`src/rtl/ip_yuv_422_pack_if.sv`:
```
// ip_yuv_422_pack_if: 422 pixel input with framing pulses, plus the packed valid/ready output port.
interface ip_yuv_422_pack_if #(parameter int FIFO_AW = 3);
  logic i_vstr, i_vend, i_hstr, i_hend, i_dvld;
  logic [15:0] i_422_data;
  logic i_pk_ready;
  logic o_pk_valid;
  logic [31:0] o_pk_data;
  logic o_pk_sof, o_pk_eol, o_pk_eof;
  logic [FIFO_AW:0] o_fifo_lvl;
  logic o_pk_ovf;
  modport master (
    output i_vstr, i_vend, i_hstr, i_hend, i_dvld, i_422_data, i_pk_ready,
    input  o_pk_valid, o_pk_data, o_pk_sof, o_pk_eol, o_pk_eof, o_fifo_lvl, o_pk_ovf
  );
  modport slave (
    input  i_vstr, i_vend, i_hstr, i_hend, i_dvld, i_422_data, i_pk_ready,
    output o_pk_valid, o_pk_data, o_pk_sof, o_pk_eol, o_pk_eof, o_fifo_lvl, o_pk_ovf
  );
endinterface

```
`src/rtl/ip_yuv_422_pack.sv`:
```
// ip_yuv_422_pack: packs pixel pairs of a 422 stream into 32-bit words, FIFO-buffered to a valid/ready port.
module ip_yuv_422_pack #(parameter int FIFO_AW = 3) (
  input logic yuv_422_pack_clk,
  input logic yuv_422_pack_rst_n,
  ip_yuv_422_pack_if.slave pk
);
  localparam int DEPTH = 2**FIFO_AW;
  logic phase_q, phase_d, sync_q, sync_d, ovf_q, ovf_d, vld_q, vld_d;
  logic [15:0] hold_q, hold_d;
  logic [2:0] htag_q, htag_d;
  logic [FIFO_AW:0] wr_q, wr_d, rd_q, rd_d;
  logic [34:0] out_q, out_d;
  logic [34:0] mem_q [DEPTH];
  logic take, ph, push, full, empty, pop, wr_en, drop;
  logic [2:0] ctag;
  logic [34:0] push_word;
  // Pixels are only used once a line start has been seen since reset.
  assign take = pk.i_dvld & (pk.i_hstr | sync_q);
  assign ph = phase_q & ~pk.i_hstr;
  assign ctag = {pk.i_vend, pk.i_hend, pk.i_vstr};
  assign push = take & (ph | pk.i_hend);
  assign push_word = ph ? {htag_q | ctag, pk.i_422_data, hold_q} : {ctag, 16'h0000, pk.i_422_data};
  assign full = (wr_q[FIFO_AW] != rd_q[FIFO_AW]) && (wr_q[FIFO_AW-1:0] == rd_q[FIFO_AW-1:0]);
  assign empty = wr_q == rd_q;
  assign pop = ~empty & (~vld_q | pk.i_pk_ready);
  assign wr_en = push & (~full | pop);
  assign drop = push & full & ~pop;
  always_comb begin
    phase_d = take ? ~ph & ~pk.i_hend : phase_q;
    sync_d = sync_q | (pk.i_dvld & pk.i_hstr);
    hold_d = (take & ~ph) ? pk.i_422_data : hold_q;
    htag_d = (take & ~ph) ? ctag : htag_q;
    ovf_d = drop | (ovf_q & ~(pk.i_dvld & pk.i_vstr));
    wr_d = wr_q + (FIFO_AW+1)'(wr_en);
    rd_d = rd_q + (FIFO_AW+1)'(pop);
    vld_d = pop | (vld_q & ~pk.i_pk_ready);
    out_d = pop ? mem_q[rd_q[FIFO_AW-1:0]] : out_q;
  end
  always_ff @(posedge yuv_422_pack_clk)
    if (wr_en) mem_q[wr_q[FIFO_AW-1:0]] <= push_word;
  always_ff @(posedge yuv_422_pack_clk or negedge yuv_422_pack_rst_n)
    if (!yuv_422_pack_rst_n) begin
      phase_q <= 1'b0;
      sync_q <= 1'b0;
      ovf_q <= 1'b0;
      vld_q <= 1'b0;
      hold_q <= '0;
      htag_q <= '0;
      wr_q <= '0;
      rd_q <= '0;
      out_q <= '0;
    end else begin
      phase_q <= phase_d;
      sync_q <= sync_d;
      ovf_q <= ovf_d;
      vld_q <= vld_d;
      hold_q <= hold_d;
      htag_q <= htag_d;
      wr_q <= wr_d;
      rd_q <= rd_d;
      out_q <= out_d;
    end
  assign pk.o_pk_valid = vld_q;
  assign {pk.o_pk_eof, pk.o_pk_eol, pk.o_pk_sof, pk.o_pk_data} = out_q;
  assign pk.o_fifo_lvl = wr_q - rd_q;
  assign pk.o_pk_ovf = ovf_q;
endmodule

```
`src/flat_wrapper.sv`:
```
// flat-port wrapper written by rule: the top's interface ports become plain ports
module ip_yuv_422_pack_flat 
#(parameter int FIFO_AW = 3)
  (yuv_422_pack_clk, yuv_422_pack_rst_n, pk_i_vstr, pk_i_vend, pk_i_hstr, pk_i_hend, pk_i_dvld, pk_i_422_data, pk_i_pk_ready, pk_o_pk_valid, pk_o_pk_data, pk_o_pk_sof, pk_o_pk_eol, pk_o_pk_eof, pk_o_fifo_lvl, pk_o_pk_ovf);
  ip_yuv_422_pack_if #(.FIFO_AW(FIFO_AW)) pk_i ();
  input logic yuv_422_pack_clk;
  input logic yuv_422_pack_rst_n;
  input wire logic [$bits(pk_i.i_vstr)-1:0] pk_i_vstr;
  input wire logic [$bits(pk_i.i_vend)-1:0] pk_i_vend;
  input wire logic [$bits(pk_i.i_hstr)-1:0] pk_i_hstr;
  input wire logic [$bits(pk_i.i_hend)-1:0] pk_i_hend;
  input wire logic [$bits(pk_i.i_dvld)-1:0] pk_i_dvld;
  input wire logic [$bits(pk_i.i_422_data)-1:0] pk_i_422_data;
  input wire logic [$bits(pk_i.i_pk_ready)-1:0] pk_i_pk_ready;
  output wire logic [$bits(pk_i.o_pk_valid)-1:0] pk_o_pk_valid;
  output wire logic [$bits(pk_i.o_pk_data)-1:0] pk_o_pk_data;
  output wire logic [$bits(pk_i.o_pk_sof)-1:0] pk_o_pk_sof;
  output wire logic [$bits(pk_i.o_pk_eol)-1:0] pk_o_pk_eol;
  output wire logic [$bits(pk_i.o_pk_eof)-1:0] pk_o_pk_eof;
  output wire logic [$bits(pk_i.o_fifo_lvl)-1:0] pk_o_fifo_lvl;
  output wire logic [$bits(pk_i.o_pk_ovf)-1:0] pk_o_pk_ovf;
  assign pk_i.i_vstr = pk_i_vstr;
  assign pk_i.i_vend = pk_i_vend;
  assign pk_i.i_hstr = pk_i_hstr;
  assign pk_i.i_hend = pk_i_hend;
  assign pk_i.i_dvld = pk_i_dvld;
  assign pk_i.i_422_data = pk_i_422_data;
  assign pk_i.i_pk_ready = pk_i_pk_ready;
  assign pk_o_pk_valid = pk_i.o_pk_valid;
  assign pk_o_pk_data = pk_i.o_pk_data;
  assign pk_o_pk_sof = pk_i.o_pk_sof;
  assign pk_o_pk_eol = pk_i.o_pk_eol;
  assign pk_o_pk_eof = pk_i.o_pk_eof;
  assign pk_o_fifo_lvl = pk_i.o_fifo_lvl;
  assign pk_o_pk_ovf = pk_i.o_pk_ovf;
  ip_yuv_422_pack #(.FIFO_AW(FIFO_AW)) u_core (.yuv_422_pack_clk(yuv_422_pack_clk), .yuv_422_pack_rst_n(yuv_422_pack_rst_n), .pk(pk_i));
endmodule
```
`config.mk`:
```
export PLATFORM = sky130hd
export DESIGN_NAME = ip_yuv_422_pack_flat
export DESIGN_NICKNAME = d
export VERILOG_FILES = /design/src/rtl/ip_yuv_422_pack_if.sv /design/src/rtl/ip_yuv_422_pack.sv /design/src/flat_wrapper.sv
export SDC_FILE = /design/constraint.sdc
export NUM_CORES = 1
export LEC_CHECK = 0
export ABC_AREA = 0
export BUFFER_PORTS_ARGS = -buffer_cell sky130_fd_sc_hd__buf_2
export CORE_MARGIN = 5
export CORE_UTILIZATION = 60
export CTS_CLUSTER_SIZE = 28
export DETAILED_ROUTE_END_ITERATION = 10
export GPL_TIMING_DRIVEN = 0
export PLACE_DENSITY = 0.83
export REMOVE_ABC_BUFFERS = 1
export SLEW_MARGIN = 15
export SYNTH_ARGS = -nofsm -noshare
export SYNTH_HDL_FRONTEND = slang
export SYNTH_SLANG_ARGS = --single-unit
```
`constraint.sdc`:
```
create_clock -name yuv_422_pack_clk -period 8.7 [get_ports yuv_422_pack_clk]
set_input_delay 0 -clock yuv_422_pack_clk [delete_from_list [all_inputs] [get_ports yuv_422_pack_clk]]
set_output_delay 0 -clock yuv_422_pack_clk [all_outputs]
set_load 0.05 [all_outputs]
```
==> impl_metrics.env <==
export IMPL_ant_nets=0
export IMPL_cts_root_buffer="clkbuf_16"
export IMPL_die_w_um=161
export IMPL_synth_seq_cells=346
export IMPL_ff_latch_area_mm2=0.0101
export IMPL_grt_overflow=0
export IMPL_clock_skew_ns=0.0132
export IMPL_vias=6729
export IMPL_worstMarginPinSlew_ns=1.04
export IMPL_synth_seq_area_share=0.738
export IMPL_final_nets=818
export IMPL_placed_area_mm2=0.0148
export IMPL_wl_per_cell_um=25.7
export IMPL_dp_hpwl_mm=16.4
export IMPL_insertedDiodeCount=0
export IMPL_htreeDepth=2
export IMPL_r2r_start="u_core.rd_q[2]"
export IMPL_die_area_mm2=0.0258
export IMPL_clk_pin_slew_worst_paths_ns=0.06
export IMPL_drt_total_wl_mm=28.2
export IMPL_core_mm2=0.0225
export IMPL_status="completed"
export IMPL_syn_inst=666
export IMPL_area_growth_pct=18.5
export IMPL_die_h_um=161
export IMPL_reg2reg_depth=9
export IMPL_syn_area_per_cell_um2=20.5
export IMPL_track_usage=0.224
export IMPL_power_density_mw_per_mm2=336
export IMPL_finalSetupViolations=0
export IMPL_crit_path_end_kind="register"
export IMPL_fmax_mhz=248
export IMPL_min_period_ns=4.03
export IMPL_start_kind="register"
export IMPL_min_path_type="input pin to register"
export IMPL_floorplan_rows=55
export IMPL_first_pass_iters=5
export IMPL_cts_resized_gates=0
export IMPL_multi_input_area_mm2=0.00340
export IMPL_cts_tree="yes"
export IMPL_yosysTopAreaCell="edfxtp_1"
export IMPL_antenna_found_initial=0
export IMPL_grt_pass1_vias=7089
export IMPL_required_ns=8.90
export IMPL_place_congestion=0.787
export IMPL_numCtsBuffers=34
export IMPL_numClockSinks=346
export IMPL_post_place_ws_ns=4.78
export IMPL_finalHoldViolations=0
export IMPL_hp_start="pk_i_vend"
export IMPL_finalWorstSetupSlack_ns=4.67
export IMPL_netlist_area_mm2=0.0136
export IMPL_ys_top_cells_by_area="edfxtp_1 (62%), dfrtp_1 (12%), mux4_1 (11%), mux2_2 (2.9%), mux2i_1 (2.6%)"
export IMPL_nFillCells=1193
export IMPL_drc=0
export IMPL_maxCapViolations=0
export IMPL_portBuffers=64
export IMPL_start_util=0.605
export IMPL_leakage_nw=5.93
export IMPL_num_io_pins=65
export IMPL_post_route_period_util=0.464
export IMPL_rsz0062_at_grt="no"
export IMPL_synth_top_area_share=0.617
export IMPL_ys_warn_count=0
export IMPL_grt_pass1_wl_mm=42.8
export IMPL_grt_max_degree=47
export IMPL_worst_ep_arrival_time_ns=4.23
export IMPL_clk_latency_ns=0.51
export IMPL_drive_gt1_frac=0.244
export IMPL_slew_headroom=0.301
export IMPL_design_area_mm2=0.0161
export IMPL_whs_path_depth=3
export IMPL_crit_type="register to register"
export IMPL_routed_via_density=6.14
export IMPL_slew_violations=0
export IMPL_peakVddDrop_mv=0.214
export IMPL_path_max_fanout=39
export IMPL_clockBufferDepth=3
export IMPL_critPathLaunch="u_core.rd_q[2]"
export IMPL_synth_cell_types=31
export IMPL_drt_iter0_drc=581
==> layout make-up <==
class	count	share of cell area
Sequential cell	346	0.624
Multi-Input combinational cell	278	0.211
Timing Repair Buffer	118	0.0728
Clock buffer	44	0.0590
Tap cell	285	0.0221
Clock inverter	17	0.00938
Inverter	8	0.00186
==> synth_stat cells, drive strengths merged <==
cell type	count
a21o	5
a21oi	1
and2	16
buf	25
clkbuf	9
dfrtp	66
edfxtp	280
fa	1
ha	7
inv	8
mux2	35
mux2i	35
mux4	70
nand2	40
nand2b	1
nand3	3
nand3b	2
nor2	6
nor2b	4
nor3	2
o21ai	39
o21bai	2
or3	1
or3b	1
xnor2	3
xor2	4
==> placed cells by master, fill, tap and decap left out, types with 7 or more instances in the layout <==
cell type	instances
edfxtp_1	280
buf_2	63
dfrtp_1	63
mux4_1	58
nand2_1	40
clkbuf_16	37
mux2_2	35
mux2i_1	35
dlygate4sd3_1	26
o21ai_0	25
buf_16	17
and2_1	16
o21ai_1	13
mux4_2	12
clkinv_1	9
inv_1	8
buf_4	8
ha_1	7
clkbuf_1	7
==> critical path, cell delays in order (launching register included) <==
cell	delay (ns)
dfrtp_4	0.73
buf_12	0.30
inv_1	0.08
ha_1	0.35
nand3_1	0.21
nand3b_1	0.20
or3b_1	0.55
nor3_2	0.72
buf_4	0.33
buf_4	0.22
==> metal layers <==
metal	track usage	share of wire	vias to the layer above	routed length, um
met5	0	0	-	0
li1	-	-	2943	-
met4	0.0644	0.023	0	641
met2	0.402	0.54	261	15200
met1	0.278	0.38	3468	10600
met3	0.0454	0.060	57	1700
==> where the power goes <==
part,total [mW],switching [mW],internal [mW]
combinational,1.72,1.05,0.670
clock,1.44,0.584,0.861
sequential,2.25,0.192,2.06
total,5.42,1.82,3.59
==> through the flow <==
stage	TNS, ns	hold WS [ns]	power (mW)	cells	util
after floorplan	0	-0.296	3.43	632	-
after global placement	-60.95	0.237	3.82	981	0.626
after detailed placement	0	-0.0143	3.96	1009	0.657
after CTS	0	0.262	5.44	1096	0.717
after global routing	0	0.295	5.64	1096	0.717
final	0	0.284	5.42	1096	0.717
==> repair_timing <==
item,CTS,global route
endpoints found under the hold margin,329,0
hold buffers,26,0
buffers inserted,0,0
==> flip-flops by register name (all words and copies together), names as in the netlist <==
register              count
u_core.pk.o_pk_valid      1
u_core.rd_q               4
u_core.hold_q            16
u_core.htag_q             3
u_core.out_q             35
u_core.phase_q            1
u_core.pk.o_pk_ovf        1
u_core.sync_q             1
u_core.wr_q               4
u_core.mem_q            280
==> final timing paths <==
kind | end | slack [ns]
min in group asynchronous | u_core.hold_q[9] | 0.49
setup / recovery | u_core.mem_q[1][34] | 4.67
setup reg to reg | u_core.mem_q[1][34] | 4.67
max in group asynchronous | u_core.out_q[5] | 6.52
hold reg to reg | u_core.out_q[32] | 0.47
hold / removal | u_core.htag_q[2] | 0.28
==> cell families (layout without fill, tap and decap cells) <==
family,count (synthesis),after routing,share of synthesized area
flops,346,346,0.738
mux,140,140,0.186
simple gates,76,76,0.0264
compound gates,47,47,0.0188
buf+inv,42,187,0.0177
fa+ha+maj,8,8,0.00790
xor+xnor,7,7,0.00450
(Power assumes the default switching activity.)
